--- src/rtl/instruction_fetch_pkg.sv ---
// Shared constants, types and helpers for the instruction fetch unit.
// Holds the default reset PC, buffer depth and FSM encodings.
package instruction_fetch_pkg;

  localparam logic [31:0] DEFAULT_RESET_PC = 32'h0000_0000;
  localparam logic [1:0]  FIFO_DEPTH       = 2'd2;

  typedef enum logic [0:0] {
    ST_RUN  = 1'b0,
    ST_HALT = 1'b1
  } fetch_state_e;

  typedef struct packed {
    logic [31:0] pc;
    logic [31:0] insn;
  } fetch_entry_t;

  // Sequential fetch address; natural 32-bit overflow gives the required wrap.
  function automatic logic [31:0] pc_inc(input logic [31:0] pc);
    return pc + 32'd4;
  endfunction

endpackage

--- src/rtl/instruction_fetch_if.sv ---
// Bundle of redirect, program-memory and decode-side signals around the fetch unit.
// The fetch unit uses the slave view; its environment uses the master view.
interface instruction_fetch_if;

  logic        i_redirect;
  logic [31:0] i_redirect_pc;
  logic [31:0] or_pc;
  logic        or_instruction_request;
  logic [31:0] i_instruction;
  logic        i_ack;
  logic        o_valid;
  logic [31:0] o_instruction;
  logic [31:0] o_pc;
  logic        i_ready;
  logic        o_misaligned;

  modport master (
    output i_redirect, i_redirect_pc, i_instruction, i_ack, i_ready,
    input  or_pc, or_instruction_request, o_valid, o_instruction, o_pc, o_misaligned
  );

  modport slave (
    input  i_redirect, i_redirect_pc, i_instruction, i_ack, i_ready,
    output or_pc, or_instruction_request, o_valid, o_instruction, o_pc, o_misaligned
  );

endinterface

--- src/rtl/instruction_fetch_fifo.sv ---
// Two-entry {pc, instruction} buffer with push, pop, flush and an occupancy count.
// Flush and reset both empty the buffer; stored data is never cleared.
import instruction_fetch_pkg::*;

module fetch_fifo (
  input  logic         i_clk,
  input  logic         i_rst,
  input  logic         i_push,
  input  logic         i_pop,
  input  logic         i_flush,
  input  fetch_entry_t i_data,
  output fetch_entry_t o_head,
  output logic [1:0]   o_count
);

  fetch_entry_t r_mem [0:1];
  logic         r_rd_ptr;
  logic         r_wr_ptr;
  logic [1:0]   r_count;
  logic         w_do_push;
  logic         w_do_pop;

  assign w_do_pop  = i_pop && (r_count != 2'd0);
  assign w_do_push = i_push && ((r_count != FIFO_DEPTH) || w_do_pop);

  // Storage write, kept out of the reset domain so it maps onto plain flops/RAM.
  always_ff @(posedge i_clk) begin
    if (w_do_push && !i_flush) begin
      r_mem[r_wr_ptr] <= i_data;
    end
  end

  // Pointer and occupancy tracking.
  always_ff @(posedge i_clk or posedge i_rst) begin
    if (i_rst) begin
      r_rd_ptr <= 1'b0;
      r_wr_ptr <= 1'b0;
      r_count  <= 2'd0;
    end else if (i_flush) begin
      r_rd_ptr <= 1'b0;
      r_wr_ptr <= 1'b0;
      r_count  <= 2'd0;
    end else begin
      if (w_do_push) r_wr_ptr <= ~r_wr_ptr;
      if (w_do_pop)  r_rd_ptr <= ~r_rd_ptr;
      case ({w_do_push, w_do_pop})
        2'b10:   r_count <= r_count + 2'd1;
        2'b01:   r_count <= r_count - 2'd1;
        default: r_count <= r_count;
      endcase
    end
  end

  assign o_head  = r_mem[r_rd_ptr];
  assign o_count = r_count;

endmodule

--- src/rtl/instruction_fetch.sv ---
// Instruction fetch unit: issues sequential fetches, buffers two responses, handles redirects.
// Define FETCH_MISALIGN_TRAP_EN to trap (HALT) on misaligned redirects instead of aligning them.
import instruction_fetch_pkg::*;

module instruction_fetch #(
  parameter logic [31:0] RESET_PC = DEFAULT_RESET_PC
) (
  input logic                i_clk,
  input logic                i_rst,
  instruction_fetch_if.slave bus
);

  fetch_state_e r_state;
  logic [31:0]  r_fetch_pc;
  logic         r_request;
  logic         r_misaligned;

  logic [31:0]  w_redirect_target;
  logic         w_redirect_bad;
  logic         w_push;
  logic         w_pop;
  logic [1:0]   w_count;
  logic [1:0]   w_count_next;
  fetch_entry_t w_head;

`ifdef FETCH_MISALIGN_TRAP_EN
  assign w_redirect_target = bus.i_redirect_pc;
  assign w_redirect_bad    = (bus.i_redirect_pc[1:0] != 2'b00);
`else
  assign w_redirect_target = bus.i_redirect_pc & 32'hFFFF_FFFC;
  assign w_redirect_bad    = 1'b0;
`endif

  // A redirect kills any same-cycle response or pop.
  assign w_push = r_request && bus.i_ack && !bus.i_redirect;
  assign w_pop  = bus.o_valid && bus.i_ready && !bus.i_redirect;

  // Occupancy after this edge, used to decide whether the next fetch fits.
  always_comb begin
    w_count_next = w_count;
    if (bus.i_redirect) begin
      w_count_next = 2'd0;
    end else begin
      case ({w_push, w_pop})
        2'b10:   w_count_next = w_count + 2'd1;
        2'b01:   w_count_next = w_count - 2'd1;
        default: w_count_next = w_count;
      endcase
    end
  end

  // Fetch FSM with its registered outputs.
  always_ff @(posedge i_clk or posedge i_rst) begin
    if (i_rst) begin
      r_state      <= ST_RUN;
      r_fetch_pc   <= RESET_PC;
      r_request    <= 1'b0;
      r_misaligned <= 1'b0;
    end else if (bus.i_redirect) begin
      r_fetch_pc <= w_redirect_target;
      r_request  <= 1'b0;
      if (w_redirect_bad) begin
        r_state      <= ST_HALT;
        r_misaligned <= 1'b1;
      end else begin
        r_state      <= ST_RUN;
        r_misaligned <= 1'b0;
      end
    end else begin
      if (w_push) r_fetch_pc <= pc_inc(r_fetch_pc);
      r_request <= (r_state == ST_RUN) && (w_count_next < FIFO_DEPTH);
    end
  end

  fetch_fifo u_fifo (
    .i_clk   (i_clk),
    .i_rst   (i_rst),
    .i_push  (w_push),
    .i_pop   (w_pop),
    .i_flush (bus.i_redirect),
    .i_data  ({r_fetch_pc, bus.i_instruction}),
    .o_head  (w_head),
    .o_count (w_count)
  );

  assign bus.or_pc                  = r_fetch_pc;
  assign bus.or_instruction_request = r_request;
  assign bus.o_misaligned           = r_misaligned;
  assign bus.o_valid                = (w_count != 2'd0);
  assign bus.o_pc                   = w_head.pc;
  assign bus.o_instruction          = w_head.insn;

endmodule

--- src/flat_wrapper.sv ---
// flat-port wrapper written by rule: the top's interface ports become plain ports
module instruction_fetch_flat 
#(
  parameter logic [31:0] RESET_PC = DEFAULT_RESET_PC
)
  (i_clk, i_rst, bus_i_redirect, bus_i_redirect_pc, bus_i_instruction, bus_i_ack, bus_i_ready, bus_or_pc, bus_or_instruction_request, bus_o_valid, bus_o_instruction, bus_o_pc, bus_o_misaligned);
  instruction_fetch_if bus_i ();
  input logic i_clk;
  input logic i_rst;
  input wire logic [$bits(bus_i.i_redirect)-1:0] bus_i_redirect;
  input wire logic [$bits(bus_i.i_redirect_pc)-1:0] bus_i_redirect_pc;
  input wire logic [$bits(bus_i.i_instruction)-1:0] bus_i_instruction;
  input wire logic [$bits(bus_i.i_ack)-1:0] bus_i_ack;
  input wire logic [$bits(bus_i.i_ready)-1:0] bus_i_ready;
  output wire logic [$bits(bus_i.or_pc)-1:0] bus_or_pc;
  output wire logic [$bits(bus_i.or_instruction_request)-1:0] bus_or_instruction_request;
  output wire logic [$bits(bus_i.o_valid)-1:0] bus_o_valid;
  output wire logic [$bits(bus_i.o_instruction)-1:0] bus_o_instruction;
  output wire logic [$bits(bus_i.o_pc)-1:0] bus_o_pc;
  output wire logic [$bits(bus_i.o_misaligned)-1:0] bus_o_misaligned;
  assign bus_i.i_redirect = bus_i_redirect;
  assign bus_i.i_redirect_pc = bus_i_redirect_pc;
  assign bus_i.i_instruction = bus_i_instruction;
  assign bus_i.i_ack = bus_i_ack;
  assign bus_i.i_ready = bus_i_ready;
  assign bus_or_pc = bus_i.or_pc;
  assign bus_or_instruction_request = bus_i.or_instruction_request;
  assign bus_o_valid = bus_i.o_valid;
  assign bus_o_instruction = bus_i.o_instruction;
  assign bus_o_pc = bus_i.o_pc;
  assign bus_o_misaligned = bus_i.o_misaligned;
  instruction_fetch #(.RESET_PC(RESET_PC)) u_core (.i_clk(i_clk), .i_rst(i_rst), .bus(bus_i));
endmodule
--- config.mk ---
export PLATFORM = sky130hd
export DESIGN_NAME = instruction_fetch_flat
export DESIGN_NICKNAME = d
export VERILOG_FILES = /design/src/rtl/instruction_fetch_pkg.sv /design/src/rtl/instruction_fetch_if.sv /design/src/rtl/instruction_fetch_fifo.sv /design/src/rtl/instruction_fetch.sv /design/src/flat_wrapper.sv
export SDC_FILE = /design/constraint.sdc
export NUM_CORES = 1
export LEC_CHECK = 0
export BUFFER_PORTS_ARGS = -buffer_cell sky130_fd_sc_hd__buf_4
export CAP_MARGIN = 5
export CORE_ASPECT_RATIO = 0.9
export CORE_UTILIZATION = 45
export DETAILED_ROUTE_END_ITERATION = 10
export GPL_ROUTABILITY_DRIVEN = 0
export GPL_TIMING_DRIVEN = 0
export PLACE_DENSITY = 0.74
export SYNTH_ARGS = -nofsm -noshare
export SYNTH_HDL_FRONTEND = slang
export SYNTH_SLANG_ARGS = --single-unit
--- constraint.sdc ---
create_clock -name i_clk -period 5.8 [get_ports i_clk]
set_clock_uncertainty 0.05 [all_clocks]
set_input_delay 1.16 -clock i_clk [delete_from_list [all_inputs] [get_ports i_clk]]
set_output_delay 1.16 -clock i_clk [all_outputs]
set_load 0.005 [all_outputs]
### Word level (Yosys, flattened, before mapping)

Memories as Yosys holds them, arrays and structs flattened.
Index checks and enable logic that the tools add are counted.

* reduce and logical (&&, ||, !) cells: 14
* bitwise gates (word level): 2
* multiplexer cells: 13
* order comparisons: 1
* add/subtract/negate cells: 3
* equality and inequality tests: 5

Operators by type and width (count)
* 32-bit 2-to-1 mux: 2
* 32-bit by 3-bit adder with 32-bit output, second input constant: 1
* 2-bit case mux with 2 select lines: 2
* 2-bit nonzero test: 4
* 1-bit logical AND: 7
* 1-bit 2-to-1 mux: 7
* 2-bit by 1-bit == test with 1-bit output, second input constant: 2
* 2-bit == test, second input constant: 2
* 2-bit 2-to-1 mux: 2
* 3-bit nonzero test: 1
* 2-bit by 1-bit adder with 2-bit output, second input constant: 1
* 2-bit < comparator, second input constant: 1
* 2-bit != test, second input constant: 1
* 1-bit inverter: 2
* 2-bit by 1-bit subtractor with 2-bit output, second input constant: 1
* 1-bit zero test: 1
* 1-bit logical OR: 1

* bits in registers: 37
* RAM bits: 128
* input bits: 69
* output and inout port bits: 99
* memories kept: 1
* logic and storage cells: 44

Memory list
* u_core.u_fifo.r_mem: words 2, bits a word 64, read ports 1, clocked after memory_dff 0, write ports 1, line instruction_fetch_fifo.sv:16 `fetch_entry_t r_mem [0:1];`

### Longest topological paths before layout

Gate-level depths: netlist of run 1.

* word-level depth: 9
* mapped depth: 9
* mapped depth without buffers: 9

### By module

Synthesis of run 1 repeated with hierarchy kept, for this count alone.

* cells, all modules: 445
* area, all modules: 6720.2 sq um

Modules (own cells, without submodules)
* fetch_fifo: area an instance 4849.7 sq um, cells each 227, instances 1, seq. area each 3943.8 sq um
* instruction_fetch: area an instance 1870.5 sq um, cells each 218, instances 1, seq. area each 775.7 sq um

### Least setup slack after synthesis of run 1

Ideal clock, no wire load.

* kind: in2reg
* from: input port bus_i_redirect
* to: memory u_core.u_fifo.r_mem[0][0] (netlist name) (enable)
* data arrival time: 4.203 ns
* data required time: 5.268 ns
* slack: 1.065 ns
* stages: 4
* path buffers: 1
* setup time: 0.482 ns
* path through: clkbuf_1 -> nor2_1 -> nand2_1 -> nor2_1

* longest elaborated chain between the ends: 8

RTL lines
* start: declaration: line flat_wrapper.sv:10 `input wire logic [$bits(bus_i.i_redirect)-1:0] bus_i_redirect;`
* 1-bit zero test *: line instruction_fetch_fifo.sv:28, instruction_fetch.sv:35, instruction_fetch.sv:36
* 1-bit logical AND: line instruction_fetch.sv:36 `assign w_pop = bus.o_valid && bus.i_ready && !bus.i_redirect;`
* 1-bit logical AND: line instruction_fetch_fifo.sv:23 `assign w_do_pop = i_pop && (r_count != 2'd0);`
* 1-bit logical OR: line instruction_fetch_fifo.sv:24 `assign w_do_push = i_push && ((r_count != FIFO_DEPTH) || w_do_pop);`
* 1-bit logical AND: line instruction_fetch_fifo.sv:24
* 1-bit logical AND *: line instruction_fetch_fifo.sv:28 `if (w_do_push && !i_flush) begin`
* 1-bit 2-to-1 mux *: line instruction_fetch_fifo.sv:28
* 1-bit 2-to-1 mux (implied by the code) *: line instruction_fetch_fifo.sv:29 `r_mem[r_wr_ptr] <= i_data;`
* end: declaration: line instruction_fetch_fifo.sv:16

Mark *: on every way between the ends. The rest lies on a longest branch, timed or not.

### Worst setup path in the final report of run 1

* from: register u_core.u_fifo.r_rd_ptr
* to: output port bus_o_pc[26]

* longest elaborated chain between the ends: 1

RTL lines
* start: declaration: line instruction_fetch_fifo.sv:17 `logic r_rd_ptr;`
* start signal: assignment: line instruction_fetch_fifo.sv:45 `if (w_do_pop) r_rd_ptr <= ~r_rd_ptr;`
* memory read 2 x 64 bit
* end: declaration: line flat_wrapper.sv:19 `output wire logic [$bits(bus_i.o_pc)-1:0] bus_o_pc;`

No other way between the ends.

==> results of run 1 <==
-- routing by layer --
layer | track usage [%] | share of wire [%] | vias to the layer above
li1 | - | - | 2082
met3 | 6.09 | 7.0 | 18
met5 | 0 | 0 | -
met1 | 26.6 | 43 | 2201
met2 | 32.1 | 48 | 177
met4 | 7.92 | 1.5 | 0
-- cells in the final DEF (no fill, tap or decap), types with 4 or more instances in the layout --
cell	instances
nand4_1	14
dfrtp_1	35
ha_1	5
conb_1	5
o21ai_0	18
xnor2_1	9
clkbuf_1	12
clkbuf_16	17
nor4_1	4
nor3_1	5
mux2_2	62
o31ai_1	7
edfxtp_1	124
and4_1	5
or4_1	10
nor2b_1	4
inv_1	11
xor2_1	6
a31oi_1	11
buf_4	165
nand3_1	10
nor2_1	21
nand2_1	28
-- cell families after synthesis --
family / synth area share, %
mux: 10.8
fa+ha+maj: 0.938
xor+xnor: 1.97
buf+inv: 2.66
flops: 69.0
compound gates: 4.73
other cells: 0.0562
simple gates: 9.91
-- area by class of cell --
type / instances / area, sq um
Clock inverter: 15 / 185
Multi-Input combinational cell: 259 / 1920
Timing Repair Buffer: 162 / 1250
Fill cell: 1133 / 5460
Sequential cell: 159 / 4600
Inverter: 13 / 48.8
Buffer: 24 / 129
Tap cell: 193 / 241
Clock buffer: 17 / 425
-- where the power goes --
part	switching, W	total, W	internal [W]
logic	0.000294	0.000663	0.000369
registers	0.0000696	0.00139	0.00132
clock network	0.000461	0.00114	0.000683
total	0.000824	0.00320	0.00238
-- worst register-to-register path: stages (launching register included) --
cell	delay, ns
dfrtp_1	0.63
ha_1	0.30
nand4_2	0.27
or3_1	0.42
buf_2	0.18
or4_1	0.47
a31oi_1	0.18
-- state kept, by name, summed over array words and instances (netlist names) --
register / flops
u_core.u_fifo.r_rd_ptr: 1
u_core.u_fifo.r_mem: 124
u_core.u_fifo.o_count: 2
u_core.u_fifo.r_wr_ptr: 1
u_core.bus.or_instruction_request: 1
u_core.bus.or_pc: 30
-- worst paths after layout --
kind | from | endpoint
max | u_core.u_fifo.r_rd_ptr | bus_o_pc[26]
min | u_core.bus.or_pc[29] | u_core.u_fifo.r_mem[0][61]
max reg2reg | u_core.bus.or_pc[3] | u_core.bus.or_pc[22]
min reg2reg | u_core.bus.or_pc[29] | u_core.u_fifo.r_mem[0][61]
max in group asynchronous | i_rst | u_core.u_fifo.r_rd_ptr
min in group asynchronous | i_rst | u_core.bus.or_pc[25]
-- metrics by stage --
step                cell area, sq um  setup TNS [ns]  hold WS [ns]
floorplan                       6680               0         0.450
global placement                8130          -49.85         0.468
detailed placement              8190               0         0.494
CTS                             8800               0         0.508
global route                    8800               0         0.530
finish                          8800               0         0.507
==> summary.txt, run 1 <==
CTS
  • CTS root buffer: clkbuf_16
  • Clock insertion delay at the later pin of the skew report: 0.42 ns
  • Clk buf depth: 2
  • Hold buffers post-CTS: 0
  • Total CTS buffers: 17
  • H-tree levels: 4
  • Setup bufs post-CTS: 0
  • Sink Count: 159
  • PostCTS Resize Cnt: 0
  • TritonCTS clock tree: built
  • Reg clk slew, reported paths: 0.06 ns

Timing
  • Period minus WS final: 3.56 ns
  • Fin. Hold Viols: 0
  • Tcrit/Tclk final: 61.4%
  • Setup ws final: 2.24 ns
  • Final Slew Violations: 0
  • RSZ-0062 raised after global routing: false
  • F_max: 281 MHz
  • Setup violators final: 0
  • Worst-Margin Slew: 0.938 ns
  • Worst relative slew slack: 37.5%

Worst setup path
  • Largest stage delay, worst path: 0.62 ns
  • CP Launch Type: flop
  • Required @ worst endpoint: 4.59 ns
  • CP max FO: 10
  • CP Capture Type: output port
  • Crit-path slowest cell: clkbuf_1
  • CP most frequent cell: clkbuf_1
  • R2r worst-path depth: 6
  • WP depth: 4
  • R2R Setup Slk: 3.23 ns
  • Critical Path, Cell by Cell: clkbuf_1, clkbuf_1, mux2_2, buf_4
  • Worst path arrival time: 2.35 ns
  • WP buf/inv: 3
  • Crit-path leading delay family: buffers and inverters
  • Crit path kind: flop to output port

Hold path
  • Hold depth: 0
  • Hold WC Path Type: flop to flop

Placed design
  • Worst Setup Slack post-DPL: 2.46 ns
  • HPWL after DPL: 10.3 mm
  • Placed insts: 810
  • IO buf count: 160

Floorplanning
  • Die Y: 117 um
  • Row cnt: 41
  • Total Die Area: 15300 sq um
  • Io pins: 168
  • Die width: 130 um
  • Starting density of the core: 46.8%
  • Core area: 14300 sq um

Flow run
  • Max cap viols: 0

Yosys
  • Cells after synthesis: 451
  • Synth top cells by count: edfxtp_1 (124), mux2_2 (62), dfrtp_1 (35)
  • FF+latch count, synth: 159
  • Post-synth cell types: 46
  • Async set or reset register ratio after synthesis: 22.0%
  • Seq/Total Area, Yosys: 69.0%
  • Yosys warns: 0
  • Largest cells by area after synthesis: edfxtp_1 (56%), dfrtp_1 (13%), mux2_2 (10%), nand2_1 (1.6%), o21ai_0 (1.4%)
  • Most common cell in the netlist: edfxtp_1
  • Mapped Area: 6670 sq um
  • Number of synthesized flops with an enable pin: 124
  • Area leader, netlist: edfxtp_1
  • Top_reg_cell synth: edfxtp_1
  • Synthesized area per cell: 14.8 sq um
  • Post-synth top area share: 55.8%

Detailed routing
  • # DRC: 0
  • Via count: 4478
  • Post-route ant nets: 0
  • Post-Route WL: 15.2 mm
  • Avg WL per Cell: 18.1 um
  • First-pass DRT Iterations: 5
  • Vias/cell: 5.32
  • DR iter-0 viols: 279

Pwr
  • Pwr dens: 364 nW/um^2
  • Pleak: 3.33 nW
  • Worst IR Drop VDD: 0.000225 V
  • Overall power: 0.00320 W

Global route
  • Total GRT Usage: 20.5%
  • First-pass GRT wire length: 23.5 mm
  • GRT Residual Overflow: 0
  • Largest net degree at the start of global routing: 63
  • Number of global-route vias before repair: 4468
  • Antenna violations before repair: 0

Cells and area
  • Share of cells above drive strength 1: 41.9%
  • Nets@finish: 710
  • Area Growth Syn to Fin: 31.9%
  • Diodes inserted: 0
  • Layout Cells excl Fill: 842
  • Fin util: 61.7%

Outcome
  • Status: finished, final reports clean
(Power assumes the default switching activity.)
==> run 2, diff against run 1 <==
- PLACE_DENSITY: 0.74 -> 0.77
- clock period: 5.8 -> 3.1 ns (I/O delays scaled with it)
==> run 2 against run 1 <==
Net effect: non-clock buffer count up 2; first-iteration DRC count down 25%; critical endpoint is now bus_o_pc[2]; hold slack worse by 0.30 ns; sequential cell count unchanged; final cell count up 0.12%; die area unchanged; cell area about the same; critical path depth unchanged; total power up 84%; routed wire length down 0.40%; combinational power up 89%; largest power group unchanged.
==> summary.txt, run 2 (same netlist as run 1, synthesis figures left out) <==
Global route
  • Largest net degree at the start of global routing: 63
  • First-pass GRT wire length: 23.3 mm
  • GR peak layer: met2
  • Met3 Resource Use GR: 6.59%
  • Antenna violations before repair: 0
  • Met1 usage: 26.4%
  • GRT Residual Overflow: 0
  • Number of global-route vias before repair: 4506
  • Met2 Resource Use GR: 31.7%
  • Total GRT Usage: 20.5%

Cells and area
  • Max reg flops: 124
  • Reg area: 4600 sq um
  • Diodes inserted: 0
  • Nets@finish: 712
  • Fill cell count: 1126
  • Largest Register: u_core.u_fifo.r_mem
  • Area of the multi-input gates: 1920 sq um
  • Final Cell Area: 8800 sq um
  • Commonest non-fill, non-tap cell in the layout: buf_4
  • Layout Cells excl Fill: 843
  • Most frequent cells in the layout: buf_4 (165), edfxtp_1 (124), mux2_2 (62), dfrtp_1 (35), nand2_1 (28)
  • Fin util: 61.7%
  • Area Growth Syn to Fin: 32.0%
  • Share of cells above drive strength 1: 41.8%

Floorplanning
  • Core area: 14300 sq um
  • Io pins: 168
  • Die Y: 117 um
  • Total Die Area: 15300 sq um
  • Die width: 130 um
  • Starting density of the core: 46.8%
  • Row cnt: 41

Timing
  • Fin. Hold Viols: 0
  • RSZ-0062 raised after global routing: false
  • Period minus WS final: 2.97 ns
  • Final Slew Violations: 0
  • Worst relative slew slack: 39.3%
  • Tcrit/Tclk final: 95.7%
  • Setup violators final: 0
  • F_max: 337 MHz
  • Worst-Margin Slew: 0.910 ns

Detailed routing
  • Vias/cell: 5.38
  • First-pass DRT Iterations: 4
  • Via count: 4534
  • Post-Route WL: 15.1 mm
  • Avg WL per Cell: 18.0 um
  • # DRC: 0
  • DR iter-0 viols: 210
  • Post-route ant nets: 0

Worst setup path
  • Crit path kind: flop to output port
  • CP Launch Type: flop
  • R2R Setup Slk: 0.51 ns
  • Worst path arrival time: 2.30 ns
  • Critical Path, Cell by Cell: clkbuf_1, buf_1, mux2_2, buf_4
  • CP max FO: 10
  • Crit-path leading delay family: buffers and inverters
  • Crit-path slowest cell: buf_1
  • WP buf/inv: 3
  • Required @ worst endpoint: 2.43 ns
  • CP Capture Type: output port
  • Largest stage delay, worst path: 0.54 ns

Pwr
  • Pwr dens: 667 nW/um^2
  • Pleak: 3.34 nW
  • Overall power: 0.00587 W
  • Worst IR Drop VDD: 0.000398 V

Outcome
  • Status: finished, final reports clean

CTS
  • CTS root buffer: clkbuf_16
  • Hold buffers post-CTS: 0
  • Total CTS buffers: 17
  • Clock insertion delay at the later pin of the skew report: 0.42 ns
  • TritonCTS clock tree: built
  • H-tree levels: 4
  • Setup bufs post-CTS: 0
  • Sink Count: 159
  • Clk buf depth: 2
  • PostCTS Resize Cnt: 0
  • Reg clk slew, reported paths: 0.06 ns

Flow run
  • Max cap viols: 0

Placed design
  • DP Area: 8230 sq um
  • HPWL after DPL: 10.3 mm
  • IO buf count: 160
  • Placed insts: 812

Hold path
  • Hold WC Path Type: input port to async pin
[run 2: final timing paths]
kind	cells past startpoint	end	startpoint
worst max-delay path	4	bus_o_pc[2]	u_core.u_fifo.r_rd_ptr
worst min-delay path	3	u_core.bus.or_pc[25]	i_rst
worst max register to register	6	u_core.bus.or_pc[22]	u_core.bus.or_pc[3]
worst min register to register	2	u_core.u_fifo.o_count[0]	u_core.u_fifo.o_count[0]
max in group asynchronous	4	u_core.bus.or_pc[12]	i_rst
min in group i_clk	1	u_core.u_fifo.r_mem[0][29]	bus_i_instruction[29]
[run 2: where the power goes]
part           internal, W  switching, W
sequential         0.00248      0.000130
clock              0.00119      0.000829
combinational     0.000696      0.000555
[run 2: worst reg2reg max path, cell delays in order, from the launching register on]
cell and delay [ns]:
dfrtp_1 0.65, ha_1 0.30, nand4_2 0.28, or3_1 0.39, buf_2 0.17, or4_1 0.48, a31oi_1 0.18
[run 2: metal layers]
layer	up-vias	part of all wire, %	wire length (um)
met2	192	48	7230
met5	-	0	0
li1	2097	-	-
met1	2220	42	6380
met4	0	1.6	238
met3	25	8.5	1290
[run 2: through the flow]
step	hold WS, ns	setup TNS, ns	setup WS (ns)
3_3_place_gp	0.492	-71.66	-0.999
3_5_place_dp	0.492	0	0.487
4_1_cts	0.191	0	0.0136
2_1_floorplan	0.450	0	0.0892
6_report	0.205	0	0.133
5_1_grt	0.212	0	0.000943
[run 2: final cells by class]
type	count	area share, %
Timing Repair Buffer	164	14.7
Clock buffer	19	4.92
Clock inverter	12	1.56
Tap cell	193	2.74
Sequential cell	159	52.3
Multi-Input combinational cell	259	21.8
Buffer	24	1.48
Inverter	13	0.554
